===== src/rtl/ux607_qspi_icb_arb.sv =====
// ---------------------------------------------------------------------------
// ux607_qspi_icb_arb
// Two-requester ICB arbiter that shares one QSPI controller port between
// requester 0 (core/system) and requester 1 (boot/XIP or DMA). Only one
// transaction is outstanding at a time. Each response is routed back to the
// requester that issued the command. Grants are round-robin: after a
// transaction completes, its requester gets the lowest priority.
//
// Ports
//   clock, reset          : clock, asynchronous active-high reset
//   i0_icb_cmd_* / rsp_*  : requester 0 ICB command/response channels
//   i1_icb_cmd_* / rsp_*  : requester 1 ICB command/response channels
//   o_icb_cmd_* / rsp_*   : downstream ICB towards the QSPI wrapper
//   busy                  : high whenever the arbiter is not idle
//   grant_id              : current (or last) granted requester
//
// The data paths are combinational muxes. Only the state, the grant and
// the round-robin pointer are stored in registers.
// ---------------------------------------------------------------------------
module ux607_qspi_icb_arb #(
   parameter int unsigned AW = 32,
   parameter int unsigned DW = 32
) (
   input  logic          clock,
   input  logic          reset,

   input  logic          i0_icb_cmd_valid,
   output logic          i0_icb_cmd_ready,
   input  logic [AW-1:0] i0_icb_cmd_addr,
   input  logic          i0_icb_cmd_read,
   input  logic [DW-1:0] i0_icb_cmd_wdata,
   output logic          i0_icb_rsp_valid,
   input  logic          i0_icb_rsp_ready,
   output logic [DW-1:0] i0_icb_rsp_rdata,

   input  logic          i1_icb_cmd_valid,
   output logic          i1_icb_cmd_ready,
   input  logic [AW-1:0] i1_icb_cmd_addr,
   input  logic          i1_icb_cmd_read,
   input  logic [DW-1:0] i1_icb_cmd_wdata,
   output logic          i1_icb_rsp_valid,
   input  logic          i1_icb_rsp_ready,
   output logic [DW-1:0] i1_icb_rsp_rdata,

   output logic          o_icb_cmd_valid,
   input  logic          o_icb_cmd_ready,
   output logic [AW-1:0] o_icb_cmd_addr,
   output logic          o_icb_cmd_read,
   output logic [DW-1:0] o_icb_cmd_wdata,
   input  logic          o_icb_rsp_valid,
   output logic          o_icb_rsp_ready,
   input  logic [DW-1:0] o_icb_rsp_rdata,

   output logic          busy,
   output logic          grant_id
);

   typedef enum logic [1:0] {
      ST_IDLE = 2'd0,
      ST_CMD  = 2'd1,
      ST_RSP  = 2'd2
   } state_t;

   state_t r_state;
   logic   r_grant_id;
   logic   r_rr_ptr;

   logic   w_any_req;
   logic   w_pick;
   logic   w_in_cmd;
   logic   w_in_rsp;
   logic   w_cmd_hs;
   logic   w_rsp_hs;

   // When both requesters are valid, the round-robin pointer picks the winner.
   // Otherwise the only valid requester wins.
   assign w_any_req = i0_icb_cmd_valid | i1_icb_cmd_valid;
   assign w_pick    = (i0_icb_cmd_valid & i1_icb_cmd_valid) ? r_rr_ptr : i1_icb_cmd_valid;

   assign w_in_cmd  = (r_state == ST_CMD);
   assign w_in_rsp  = (r_state == ST_RSP);
   assign w_cmd_hs  = o_icb_cmd_valid & o_icb_cmd_ready;
   assign w_rsp_hs  = o_icb_rsp_valid & o_icb_rsp_ready;

   // Arbitration FSM: IDLE registers the grant, CMD waits for the downstream
   // command handshake, RSP waits for the routed response handshake.
   always_ff @(posedge clock or posedge reset) begin
      if (reset) begin
         r_state    <= ST_IDLE;
         r_grant_id <= 1'b0;
         r_rr_ptr   <= 1'b0;
      end else begin
         case (r_state)
            ST_IDLE: begin
               if (w_any_req) begin
                  r_grant_id <= w_pick;
                  r_state    <= ST_CMD;
               end
            end
            ST_CMD: begin
               if (w_cmd_hs) r_state <= ST_RSP;
            end
            ST_RSP: begin
               if (w_rsp_hs) begin
                  r_state  <= ST_IDLE;
                  r_rr_ptr <= ~r_grant_id;
               end
            end
            default: r_state <= ST_IDLE;
         endcase
      end
   end

   // Command path: the granted requester drives downstream only in CMD.
   // Outside CMD the outputs are zero, so during reset they are also zero.
   assign o_icb_cmd_valid  = w_in_cmd & (r_grant_id ? i1_icb_cmd_valid : i0_icb_cmd_valid);
   assign o_icb_cmd_addr   = w_in_cmd ? (r_grant_id ? i1_icb_cmd_addr  : i0_icb_cmd_addr)  : '0;
   assign o_icb_cmd_read   = w_in_cmd & (r_grant_id ? i1_icb_cmd_read  : i0_icb_cmd_read);
   assign o_icb_cmd_wdata  = w_in_cmd ? (r_grant_id ? i1_icb_cmd_wdata : i0_icb_cmd_wdata) : '0;
   assign i0_icb_cmd_ready = w_in_cmd & ~r_grant_id & o_icb_cmd_ready;
   assign i1_icb_cmd_ready = w_in_cmd &  r_grant_id & o_icb_cmd_ready;

   // Response path: the valid/ready pair is steered to the granted requester.
   // Read data goes to both requesters; it only counts when valid is high.
   assign i0_icb_rsp_valid = w_in_rsp & ~r_grant_id & o_icb_rsp_valid;
   assign i1_icb_rsp_valid = w_in_rsp &  r_grant_id & o_icb_rsp_valid;
   assign o_icb_rsp_ready  = w_in_rsp & (r_grant_id ? i1_icb_rsp_ready : i0_icb_rsp_ready);
   assign i0_icb_rsp_rdata = o_icb_rsp_rdata;
   assign i1_icb_rsp_rdata = o_icb_rsp_rdata;

   assign busy     = (r_state != ST_IDLE);
   assign grant_id = r_grant_id;

endmodule


===== config.mk =====
export PLATFORM = sky130hd
export DESIGN_NAME = ux607_qspi_icb_arb
export DESIGN_NICKNAME = d
export VERILOG_FILES = /design/src/rtl/ux607_qspi_icb_arb.sv
export SDC_FILE = /design/constraint.sdc
export NUM_CORES = 1
export LEC_CHECK = 0
export BUFFER_PORTS_ARGS = -buffer_cell sky130_fd_sc_hd__buf_2
export CAP_MARGIN = 5
export CORE_AREA = 2 2 119 121
export DETAILED_ROUTE_END_ITERATION = 10
export DIE_AREA = 0 0 121 123
export PLACE_DENSITY = 0.46
export SYNTH_ARGS = -nofsm -noshare
export SYNTH_HDL_FRONTEND = slang
export SYNTH_SLANG_ARGS = --single-unit

===== constraint.sdc =====
create_clock -name clock -period 3.4 [get_ports clock]
set_input_delay 0.68 -clock clock [delete_from_list [all_inputs] [get_ports clock]]
set_output_delay 0.68 -clock clock [all_outputs]
set_load 0.01 [all_outputs]

; ---- Word-level counts from Yosys, hierarchy flattened
; Index checks and enable logic that the tools add are counted.
[word_totals]
wordCells = 41
out_inout_bits = 137
regBits = 4
input_bits = 170
[op_classes]
n_eq_ne = 5
reduce_logical = 5
bitwise = 16
n_mux = 12
[ops]
columns = cell, count
row1 = two-way mux 32 bit, 4
row2 = AND 1 bit, 14
row3 = two-way mux 2 bit, 3
row4 = case mux 2 bit (3 select lines), 1
row5 = two-way mux 1 bit, 4
row6 = inequality test 2 x 1 -> 1 bit (second input constant), 2
row7 = AND reduction 2 bit, 2
row8 = AND reduction 3 bit, 1
row9 = == test 2 x 1 -> 1 bit (second input constant), 1
row10 = == test 2 bit (second input constant), 1
row11 = logical NOT 2 bit, 1
row12 = inequality test 2 bit (second input constant), 1
row13 = nonzero test 2 bit, 1
row14 = inverter 1 bit, 1
row15 = bitwise OR 1 bit, 1

; ---- Logic depth before layout (Yosys ltp)
; Gate-level depths: netlist of the first run.
[logic_depth]
word_depth = 5
depth_mapped = 5
mapped_depth_nobuf = 3

; ---- Worst setup path after synthesis of the first run
; No wires, ideal clock.
[synth_path]
path_kind = register to output
startpoint = register r_grant_id, in the netlist grant_id
endpoint = output port o_icb_cmd_addr[22]
n_path_buf = 3
path_stages_with_launch = 6
slack_ps = 1396
t_arrival_ps = 1324
required_time_ps = 2720
path_cell_list = dfrtp_1 -> buf_2 -> and3b_1 -> buf_2 -> buf_6 -> a22o_1
[synth_between]
elab_chain_cells = 2
[synth_rtl]
columns = element, line
row1 = start: declaration, 65  ; logic r_grant_id;
row2 = start signal: assignment, 96  ; r_grant_id <= w_pick;
row3 = two-way mux 32 bit (2 in series), 117  ; assign o_icb_cmd_addr = w_in_cmd ? (r_grant_id ? i1_icb_cmd_addr : i0_icb_cmd_addr) : '0;
row4 = end: declaration, 47  ; output logic [AW-1:0] o_icb_cmd_addr,
; No other way between the ends.

; ---- Worst setup path after layout of the first run
[layout_path]
startpoint = register r_grant_id, in the netlist grant_id
endpoint = output port o_icb_cmd_wdata[29]
[layout_between]
elab_chain_cells = 2
[layout_rtl]
columns = element, line
row1 = two-way mux 32 bit (2 in series), 119  ; assign o_icb_cmd_wdata = w_in_cmd ? (r_grant_id ? i1_icb_cmd_wdata : i0_icb_cmd_wdata) : '0;
row2 = end: declaration, 49  ; output logic [DW-1:0] o_icb_cmd_wdata,
; No other way between the ends.

==> impl_metrics.yaml, run 1 <==
route:
  routed_via_density: 3.65
  postRouteWirelength_um: 5930
  detail_route.wl_per_cell_um: 12.0
  number_of_routed_nets_with_antenna_violations: 0
  detailroute.via_count: 1801
  remaining_drc_errors: 0
  detailedRoute.firstPassIterationCount: 4
  drtIter0Drc: 34
critical_path:
  max_stage_delay_ns: 0.66
  crit_start: "grant_id"
  critPathKind: "reg2out"
  critical-path-slowest-cell: "sky130_fd_sc_hd__and3b_2"
  timing.critical_path.from_type: "flip-flop"
  timing.critical_path.buf_inv: 2
  worst_r2r_startpoint: "grant_id"
  path_delay_family: "simple AND/OR/NAND/NOR gates"
  critical_path.endpoint_type: "output port"
  crit_path_max_fanout: 36
  crit_arrival_ns: 2.02
  path_cells: "and3b_2 > buf_12 > a22o_1 > buf_2"
  cp_data_required_time_ns: 2.72
clock_network:
  clkLatencyLatePin_ns: 0.22
  tritoncts_clock_tree: "yes"
  cts_setup_buffers: 0
  cts-htree-levels: 1
  clk_pin_slew_ns: 0.03
  clk_path_buf_depth: 2
  cts_hold_buffers: 0
  cts.repair.resized: 0
  cts_made_buffers: 3
  cts_sinks: 4
  cts.root.buffer_cell: "sky130_fd_sc_hd__clkbuf_16"
sta:
  finalSetupViolations: 0
  timing.final.max_slew_violations: 0
  final_worst_clock_skew_ns: 0.00105
  share_of_the_clock_period_used_by_the_worst_path_pct: 79.5
  setup_repair_after_global_routing_missed_its_margin: "no"
  finalCriticalPeriod_ns: 2.70
  fin_tns_setup_ns: 0
  worst_slew_margin_rel_pct: 54.9
  timing.fmax_mhz: 370
  final_hold_viol_count: 0
  worst-slew-pin-transition_ns: 0.676
synth:
  synthCells: 176
  post_synth.cell_area_avg_um2: 8.13
  post-synth-top-area-cell: "sky130_fd_sc_hd__a22o_1"
  synth_top_area_share_pct: 39.8
  synth_seq_area_share_pct: 6.99
  yosysUniqueCellTypes: 23
  ys_ff_latch: 4
  synthFlopType: "sky130_fd_sc_hd__dfrtp_1"
  synth_warnings: 0
  netlist_area_um2: 1430
  synthTopCellsByArea: "sky130_fd_sc_hd__a22o_1 (40%), sky130_fd_sc_hd__buf_4 (36%), sky130_fd_sc_hd__dfrtp_1 (7.0%)"
  count_of_flip_flops_with_a_built_in_enable_after_synthesis: 0
  async_reset_ff_share_pct: 100
  synth.net_count: 346
die:
  die-area_um2: 14900
  design.core.area_um2: 13600
  die_width_um: 121
  starting_utilization_of_the_core_area_pct: 10.5
  dieHeight_um: 123
  io_pins: 307
  core.rowCount: 43
power_and_ir_drop:
  vdd_drop_max_mv: 0.343
  static_leakage_nw: 1.31
  p_per_area_nw_per_um2: 833
  totalPowerFinal_w: 0.00186
flow_run:
  timing.max_cap.violations: 0
final_layout:
  utilization_pct: 16.4
  final_area_um2: 2230
  area_growth_pct: 55.8
  post_route_cells_drive_above_1_share_pct: 69.9
  finish.net_count: 484
global_route:
  initial_antenna_violation_count: 1
  grt_first_pass_wirelength_um: 8060
  maximum_number_of_pins_on_one_net_before_global_route_repair: 67
  global_route.overflow_total: 0
  vias_in_the_first_global_route: 1650
  grtUsageTotal_pct: 6.71
run_status:
  outcome: "complete, no violations"
placement:
  dp_hpwl_um: 4930
  place_area_um2: 2150
  place.gp.congestion: 0.713
  port_buffers: 210
min_path:
  worst_hold_path_type: "in2async"
sequential cells by signal, indices dropped and copies added, names as in the netlist:
name and cells:
r_state 2, grant_id 1, r_rr_ptr 1
Yosys cell counts (3+ instances only):
cell,number
sky130_fd_sc_hd__nor2_1,3
sky130_fd_sc_hd__buf_6,4
sky130_fd_sc_hd__a22o_1,65
sky130_fd_sc_hd__dfrtp_1,4
sky130_fd_sc_hd__nand2_1,3
sky130_fd_sc_hd__buf_4,68
sky130_fd_sc_hd__buf_2,7
kinds of logic after synthesis:
family / Yosys count / share of synthesized area [%]
muxes: 2 / 1.49
AOI/OAI and AO/OA: 72 / 42.7
buffers and inverters: 81 / 41.8
and+or+nand+nor: 17 / 6.99
DFF: 4 / 6.99
metrics by stage:
step / setup WS, ns / hold slack [ns] / std cells
after global routing: 0.555 / 0.355 / 493
after detailed placement: 0.917 / 0.548 / 489
final: 0.696 / 0.336 / 493
after floorplan: 1.40 / 0.446 / 176
after global placement: 1.01 / 0.541 / 489
after CTS: 0.681 / 0.344 / 492
cell type report:
class / count / area, µm²
inverter: 2 / 7.51
multi-input combinational: 91 / 741
fill: 1546 / 11400
sequential: 4 / 100
antenna: 1 / 2.50
timing repair buffer: 212 / 1080
clock buffer: 3 / 75.1
tap: 180 / 225
power breakdown:
part | internal, W | total [W] | switching [W]
logic | 0.000740 | 0.00156 | 0.000823
clock network | 0.000150 | 0.000183 | 0.0000329
registers | 0.0000658 | 0.000111 | 0.0000451
layer usage:
layer,part of all wire (%),track usage [%],wire length (µm),vias up
met5,0,0,0,-
met4,1.5,2.54,89,0
met3,10,1.43,601,12
met2,48,11.7,2870,110
met1,40,8.08,2380,807
li1,-,-,-,872
layout by cell type, fill, tap and decap left out, types with 2 or more instances in the layout:
cell                        Yosys  routed
sky130_fd_sc_hd__a21oi_1        2       2
sky130_fd_sc_hd__a22o_1        65      65
sky130_fd_sc_hd__a31oi_1        2       2
sky130_fd_sc_hd__and2_1         2       2
sky130_fd_sc_hd__buf_2          7     210
sky130_fd_sc_hd__clkbuf_16      0       3
sky130_fd_sc_hd__dfrtp_1        4       4
sky130_fd_sc_hd__inv_1          2       2
sky130_fd_sc_hd__nand2_1        3       3
sky130_fd_sc_hd__nor2_1         3       3
sky130_fd_sc_hd__nor2b_1        2       2
path summary, 6_finish.rpt:
| kind | endpoint | slack (ns) | cells after the start |
|---|---|---|---|
| setup / recovery | o_icb_cmd_wdata[29] | 0.70 | 4 |
| max in group asynchronous | r_state[0] | 2.91 | 2 |
| hold reg to reg | r_rr_ptr | 0.55 | 2 |
| setup reg to reg | r_state[0] | 2.11 | 2 |
| hold / removal | grant_id | 0.34 | 2 |
| min in group clock | r_rr_ptr | 0.55 | 2 |
Note: power is estimated with default switching activity, not from simulation.
==> run 2, diff against run 1 <==
- CORE_AREA: 2 2 119 121 -> 2 2 120 122
- DIE_AREA: 0 0 121 123 -> 0 0 122 124
- clock period: 3.4 -> 2.5 ns (I/O delays scaled with it)
==> run 2 against run 1 <==
- cell count decreased by 0.20%
- register-to-register slack got worse by 0.91 ns
- sequential cell count is the same
- largest cell class unchanged
- global-route usage fell by 0.11 points
- final area up 0.45%
- setup slack got worse by 0.44 ns
- wire length up 5.5%
- worst hold slack worse by 0.18 ns
- total power is 39% higher
- critical path depth unchanged
- sequential power rose by 38%
- count of clock-buffer cells in the layout unchanged
==> impl_metrics.yaml, run 2 (same netlist as run 1, synthesis figures left out) <==
critical_path:
  critical_path.endpoint_type: "output port"
  timing.critical_path.from_type: "flip-flop"
  critPathKind: "reg2out"
  cp_data_required_time_ns: 2.00
  crit_path_max_fanout: 66
  r2r_cells: 2
  crit_arrival_ns: 1.74
sta:
  finalSetupViolations: 0
  setup_repair_after_global_routing_missed_its_margin: "no"
  worst_slew_margin_rel_pct: 76.5
  fin_tns_setup_ns: 0
  final_hold_viol_count: 0
  worst-slew-pin-transition_ns: 0.353
  share_of_the_clock_period_used_by_the_worst_path_pct: 89.6
  timing.fmax_mhz: 446
  timing.final.max_slew_violations: 0
  finalCriticalPeriod_ns: 2.24
  final_worst_clock_skew_ns: 0.00145
final_layout:
  utilization_pct: 16.3
  largest_register_ffs: 2
  most-common-layout-cells: "sky130_fd_sc_hd__buf_2 (210), sky130_fd_sc_hd__a22o_1 (65), sky130_fd_sc_hd__dfrtp_1 (4)"
  area_growth_pct: 56.5
  post_route_cells_drive_above_1_share_pct: 69.9
  final_common_cell: "sky130_fd_sc_hd__buf_2"
  regMostFlops: "r_state"
  finish.net_count: 484
  antenna-diode-count: 0
clock_network:
  tritoncts_clock_tree: "yes"
  cts.root.buffer_cell: "sky130_fd_sc_hd__clkbuf_16"
  clk_path_buf_depth: 2
  cts.repair.resized: 0
  cts_setup_buffers: 0
  cts_made_buffers: 3
  cts_hold_buffers: 0
  cts_sinks: 4
  clkLatencyLatePin_ns: 0.22
  clk_pin_slew_ns: 0.03
  cts-htree-levels: 1
route:
  detail_route.wl_per_cell_um: 12.7
  detailroute.via_count: 1848
  number_of_routed_nets_with_antenna_violations: 0
  remaining_drc_errors: 0
  detailedRoute.firstPassIterationCount: 4
  postRouteWirelength_um: 6260
  routed_via_density: 3.76
  drtIter0Drc: 41
flow_run:
  timing.max_cap.violations: 0
min_path:
  worst_hold_path_type: "in2async"
power_and_ir_drop:
  vdd_drop_max_mv: 0.883
  static_leakage_nw: 1.32
  p_per_area_nw_per_um2: 1150
die:
  dieHeight_um: 124
  core.rowCount: 43
  io_pins: 307
  starting_utilization_of_the_core_area_pct: 10.4
  die_width_um: 122
  design.core.area_um2: 13700
  die-area_um2: 15100
global_route:
  initial_antenna_violation_count: 0
  maximum_number_of_pins_on_one_net_before_global_route_repair: 67
  grtUsageTotal_pct: 6.60
  vias_in_the_first_global_route: 1557
  grt_first_pass_wirelength_um: 7950
  global_route.overflow_total: 0
run_status:
  outcome: "complete, no violations"
placement:
  port_buffers: 210
  place.gp.congestion: 0.730
## run 2: cell types whose count changed in the layout (fill, tap and decap cells not counted)
cell	before	now
sky130_fd_sc_hd__buf_12	1	2
sky130_fd_sc_hd__buf_4	1	0
sky130_fd_sc_hd__diode_2	1	0
## run 2: worst max-delay path, stage by stage (launching register included)
cell and delay, ns:
sky130_fd_sc_hd__dfrtp_1 0.54, sky130_fd_sc_hd__and3b_2 0.26, sky130_fd_sc_hd__buf_12 0.24, sky130_fd_sc_hd__a22o_1 0.25, sky130_fd_sc_hd__buf_2 0.16
## run 2: final cells by class
cell class	count	area (µm²)
sequential	4	100
timing repair buffer	212	1090
clock buffer	3	75.1
tap	180	225
inverter	2	7.51
fill	1580	11500
multi-input combinational	91	741
## run 2: final timing paths
path                                        from  slack, ns                  end
worst max-delay path                    grant_id       0.26  o_icb_cmd_wdata[30]
worst min-delay path                       reset       0.16             grant_id
worst max register to register          grant_id       1.20           r_state[0]
worst min register to register          r_rr_ptr       0.58             grant_id
max in group asynchronous                  reset       2.18             r_rr_ptr
min in group clock              i0_icb_cmd_valid       0.50             grant_id
## run 2: layer usage
| layer | track usage [%] | part of all wire, % | routed length, µm |
|---|---|---|---|
| met5 | 0 | 0 | 0 |
| met2 | 13.2 | 54 | 3350 |
| met3 | 1.10 | 9.7 | 610 |
| met1 | 7.45 | 36 | 2280 |
| met4 | 0.790 | 0.32 | 20 |
## run 2: per-stage QoR
step	area, µm²	setup WS [ns]	total power, W	hold WS [ns]	instances
CTS	2240	0.247	0.00261	0.158	492
finish	2240	0.260	0.00258	0.159	492
detailed placement	2160	0.494	0.00235	0.392	489
floorplan	1430	0.676	0.00167	0.266	176
global route	2240	0.151	0.00281	0.179	492
global placement	2160	0.536	0.00232	0.390	489
## run 2: report_power, final
group / switching (W) / total (W) / leakage [nW] / internal [W]
Combinational: 0.00115 / 0.00218 / 1.23 / 0.00103
Sequential: 0.0000632 / 0.000153 / 0.0500 / 0.0000895
Clock: 0.0000420 / 0.000246 / 0.0370 / 0.000204
Total: 0.00125 / 0.00258 / 1.32 / 0.00133
==> run 3, diff against run 2 <==
- PLACE_DENSITY: 0.46 -> 0.39
- clock period: 2.5 -> 2.1 ns (I/O delays scaled with it)
==> run 3 against run 2 <==
- sequential cell count did not move
- sequential share of layout area is essentially flat
- first-iteration DRC count is 56% higher
- non-clock buffer count is 6 higher
- sequential power up 18%
- register-to-register slack got worse by 0.30 ns
- setup slack worse by 0.19 ns
- via count increased by 1.7%
- utilization is 0.57 points higher
- die area unchanged
- combinational power grew 33%
- critical path type unchanged
- largest cell class unchanged
==> impl_metrics.yaml, run 3 (same netlist as run 1, synthesis figures left out) <==
run_status:
  outcome: "complete, no violations"
sta:
  timing.final.max_slew_violations: 0
  timing.fmax_mhz: 493
  final_worst_clock_skew_ns: 0.00136
  finalSetupViolations: 0
  finalCriticalPeriod_ns: 2.03
  final_hold_viol_count: 0
  share_of_the_clock_period_used_by_the_worst_path_pct: 96.6
  fin_tns_setup_ns: 0
  worst_slew_margin_rel_pct: 82.2
  setup_repair_after_global_routing_missed_its_margin: "no"
  worst-slew-pin-transition_ns: 0.267
die:
  die-area_um2: 15100
  io_pins: 307
  dieHeight_um: 124
  design.core.area_um2: 13700
  starting_utilization_of_the_core_area_pct: 10.4
  core.rowCount: 43
  die_width_um: 122
route:
  routed_via_density: 3.77
  detailroute.via_count: 1879
  detail_route.wl_per_cell_um: 14.6
  remaining_drc_errors: 0
  drtIter0Drc: 64
  number_of_routed_nets_with_antenna_violations: 0
  detailedRoute.firstPassIterationCount: 4
  postRouteWirelength_um: 7290
clock_network:
  clk_path_buf_depth: 2
  cts-htree-levels: 1
  cts_sinks: 4
  clkLatencyLatePin_ns: 0.22
  cts_made_buffers: 3
  cts_hold_buffers: 0
  tritoncts_clock_tree: "yes"
  cts.root.buffer_cell: "sky130_fd_sc_hd__clkbuf_16"
  clk_pin_slew_ns: 0.03
critical_path:
  path_cells: "and3b_2 > buf_12 > a22o_1 > buf_2"
  crit_path_max_fanout: 47
  critical_path.endpoint_type: "output port"
  timing.critical_path.buf_inv: 2
  max_stage_delay_ns: 0.48
  cp_data_required_time_ns: 1.68
  path_delay_family: "flip-flops"
  worst_r2r_startpoint: "grant_id"
  critPathKind: "reg2out"
  crit_arrival_ns: 1.61
  crit_start: "r_state[1]"
  critical-path-slowest-cell: "sky130_fd_sc_hd__dfrtp_1"
  timing.critical_path.from_type: "flip-flop"
min_path:
  worst_hold_path_type: "in2async"
placement:
  port_buffers: 210
  place.gp.congestion: 0.689
  place_area_um2: 2190
  dp_hpwl_um: 6060
global_route:
  grtUsageMet1_pct: 8.16
  global_route.overflow_total: 0
  grt_use_met2_pct: 15.4
  grt_busiest_layer: "met2"
  grtUsageTotal_pct: 7.77
  maximum_number_of_pins_on_one_net_before_global_route_repair: 48
  vias_in_the_first_global_route: 1786
  grt_first_pass_wirelength_um: 9080
  globalRouteMet3Util_pct: 2.06
  initial_antenna_violation_count: 0
flow_run:
  timing.max_cap.violations: 0
final_layout:
  finish.net_count: 490
  most-common-layout-cells: "sky130_fd_sc_hd__buf_2 (210), sky130_fd_sc_hd__a22o_1 (65), sky130_fd_sc_hd__clkbuf_16 (4), sky130_fd_sc_hd__buf_4 (4)"
  final_common_cell: "sky130_fd_sc_hd__buf_2"
  post_route_cells_drive_above_1_share_pct: 71.1
  largest_register_ffs: 2
  regMostFlops: "r_state"
  area_growth_pct: 61.9
  antenna-diode-count: 0
  final_area_um2: 2320
power_and_ir_drop:
  p_per_area_nw_per_um2: 1460
  vdd_drop_max_mv: 0.541
  static_leakage_nw: 1.36
==> run 3: where the power goes <==
part           leakage (nW)  internal [W]  total, W  switching, W
sequential           0.0481      0.000111  0.000181     0.0000702
combinational          1.27       0.00140   0.00290       0.00150
clock                0.0370      0.000243  0.000293     0.0000501
==> run 3: per-layer routing <==
layer / share of wire [%] / wire length (µm) / vias to the layer above
met5: 0 / 0 / -
met4: 0.59 / 43 / 0
met3: 11 / 810 / 14
met2: 52 / 3750 / 143
met1: 37 / 2680 / 840
li1: - / - / 882
==> run 3: layout make-up <==
cell class / count / area, µm²
Timing Repair Buffer: 218 / 1170
Fill cell: 1560 / 11400
Multi-Input combinational cell: 91 / 741
Sequential cell: 4 / 103
Tap cell: 180 / 225
Clock buffer: 3 / 75.1
Inverter: 2 / 7.51
==> run 3: repair_timing <==
item,in CTS,in global routing
endpoints found under the setup margin,1,7
buffers inserted,0,3
gates resized for setup,1,1
hold endpoints to repair,0,0
cloned,0,1
pin swaps,1,1
==> run 3: worst paths after layout <==
path                            slack (ns)            endpoint  cells past startpoint
worst min-delay path                  0.09          r_state[1]                      2
worst max-delay path                  0.07  o_icb_cmd_wdata[7]                      4
worst min register to register        0.57            grant_id                      2
worst max register to register        0.90          r_state[0]                      2
max in group asynchronous             1.83            grant_id                      2
min in group clock                    0.42            grant_id                      2
==> run 3: stage by stage <==
stage / utilization [%] / total power (W) / hold slack [ns] / std cells / setup slack [ns]
after global placement: 16.0 / 0.00297 / 0.311 / 491 / 0.247
after global routing: 16.9 / 0.00364 / 0.101 / 498 / 0.00467
after CTS: 16.5 / 0.00329 / 0.0829 / 494 / 0.0201
after detailed placement: 16.0 / 0.00298 / 0.312 / 491 / 0.235
final: 16.9 / 0.00337 / 0.0869 / 498 / 0.0712
after floorplan: - / 0.00199 / 0.186 / 176 / 0.356
==> run 3: worst reg2reg max path, cell delays in order, from the launching register on <==
cell and delay (ns):
sky130_fd_sc_hd__dfrtp_2 0.46, sky130_fd_sc_hd__mux2_2 0.38, sky130_fd_sc_hd__a311oi_1 0.26
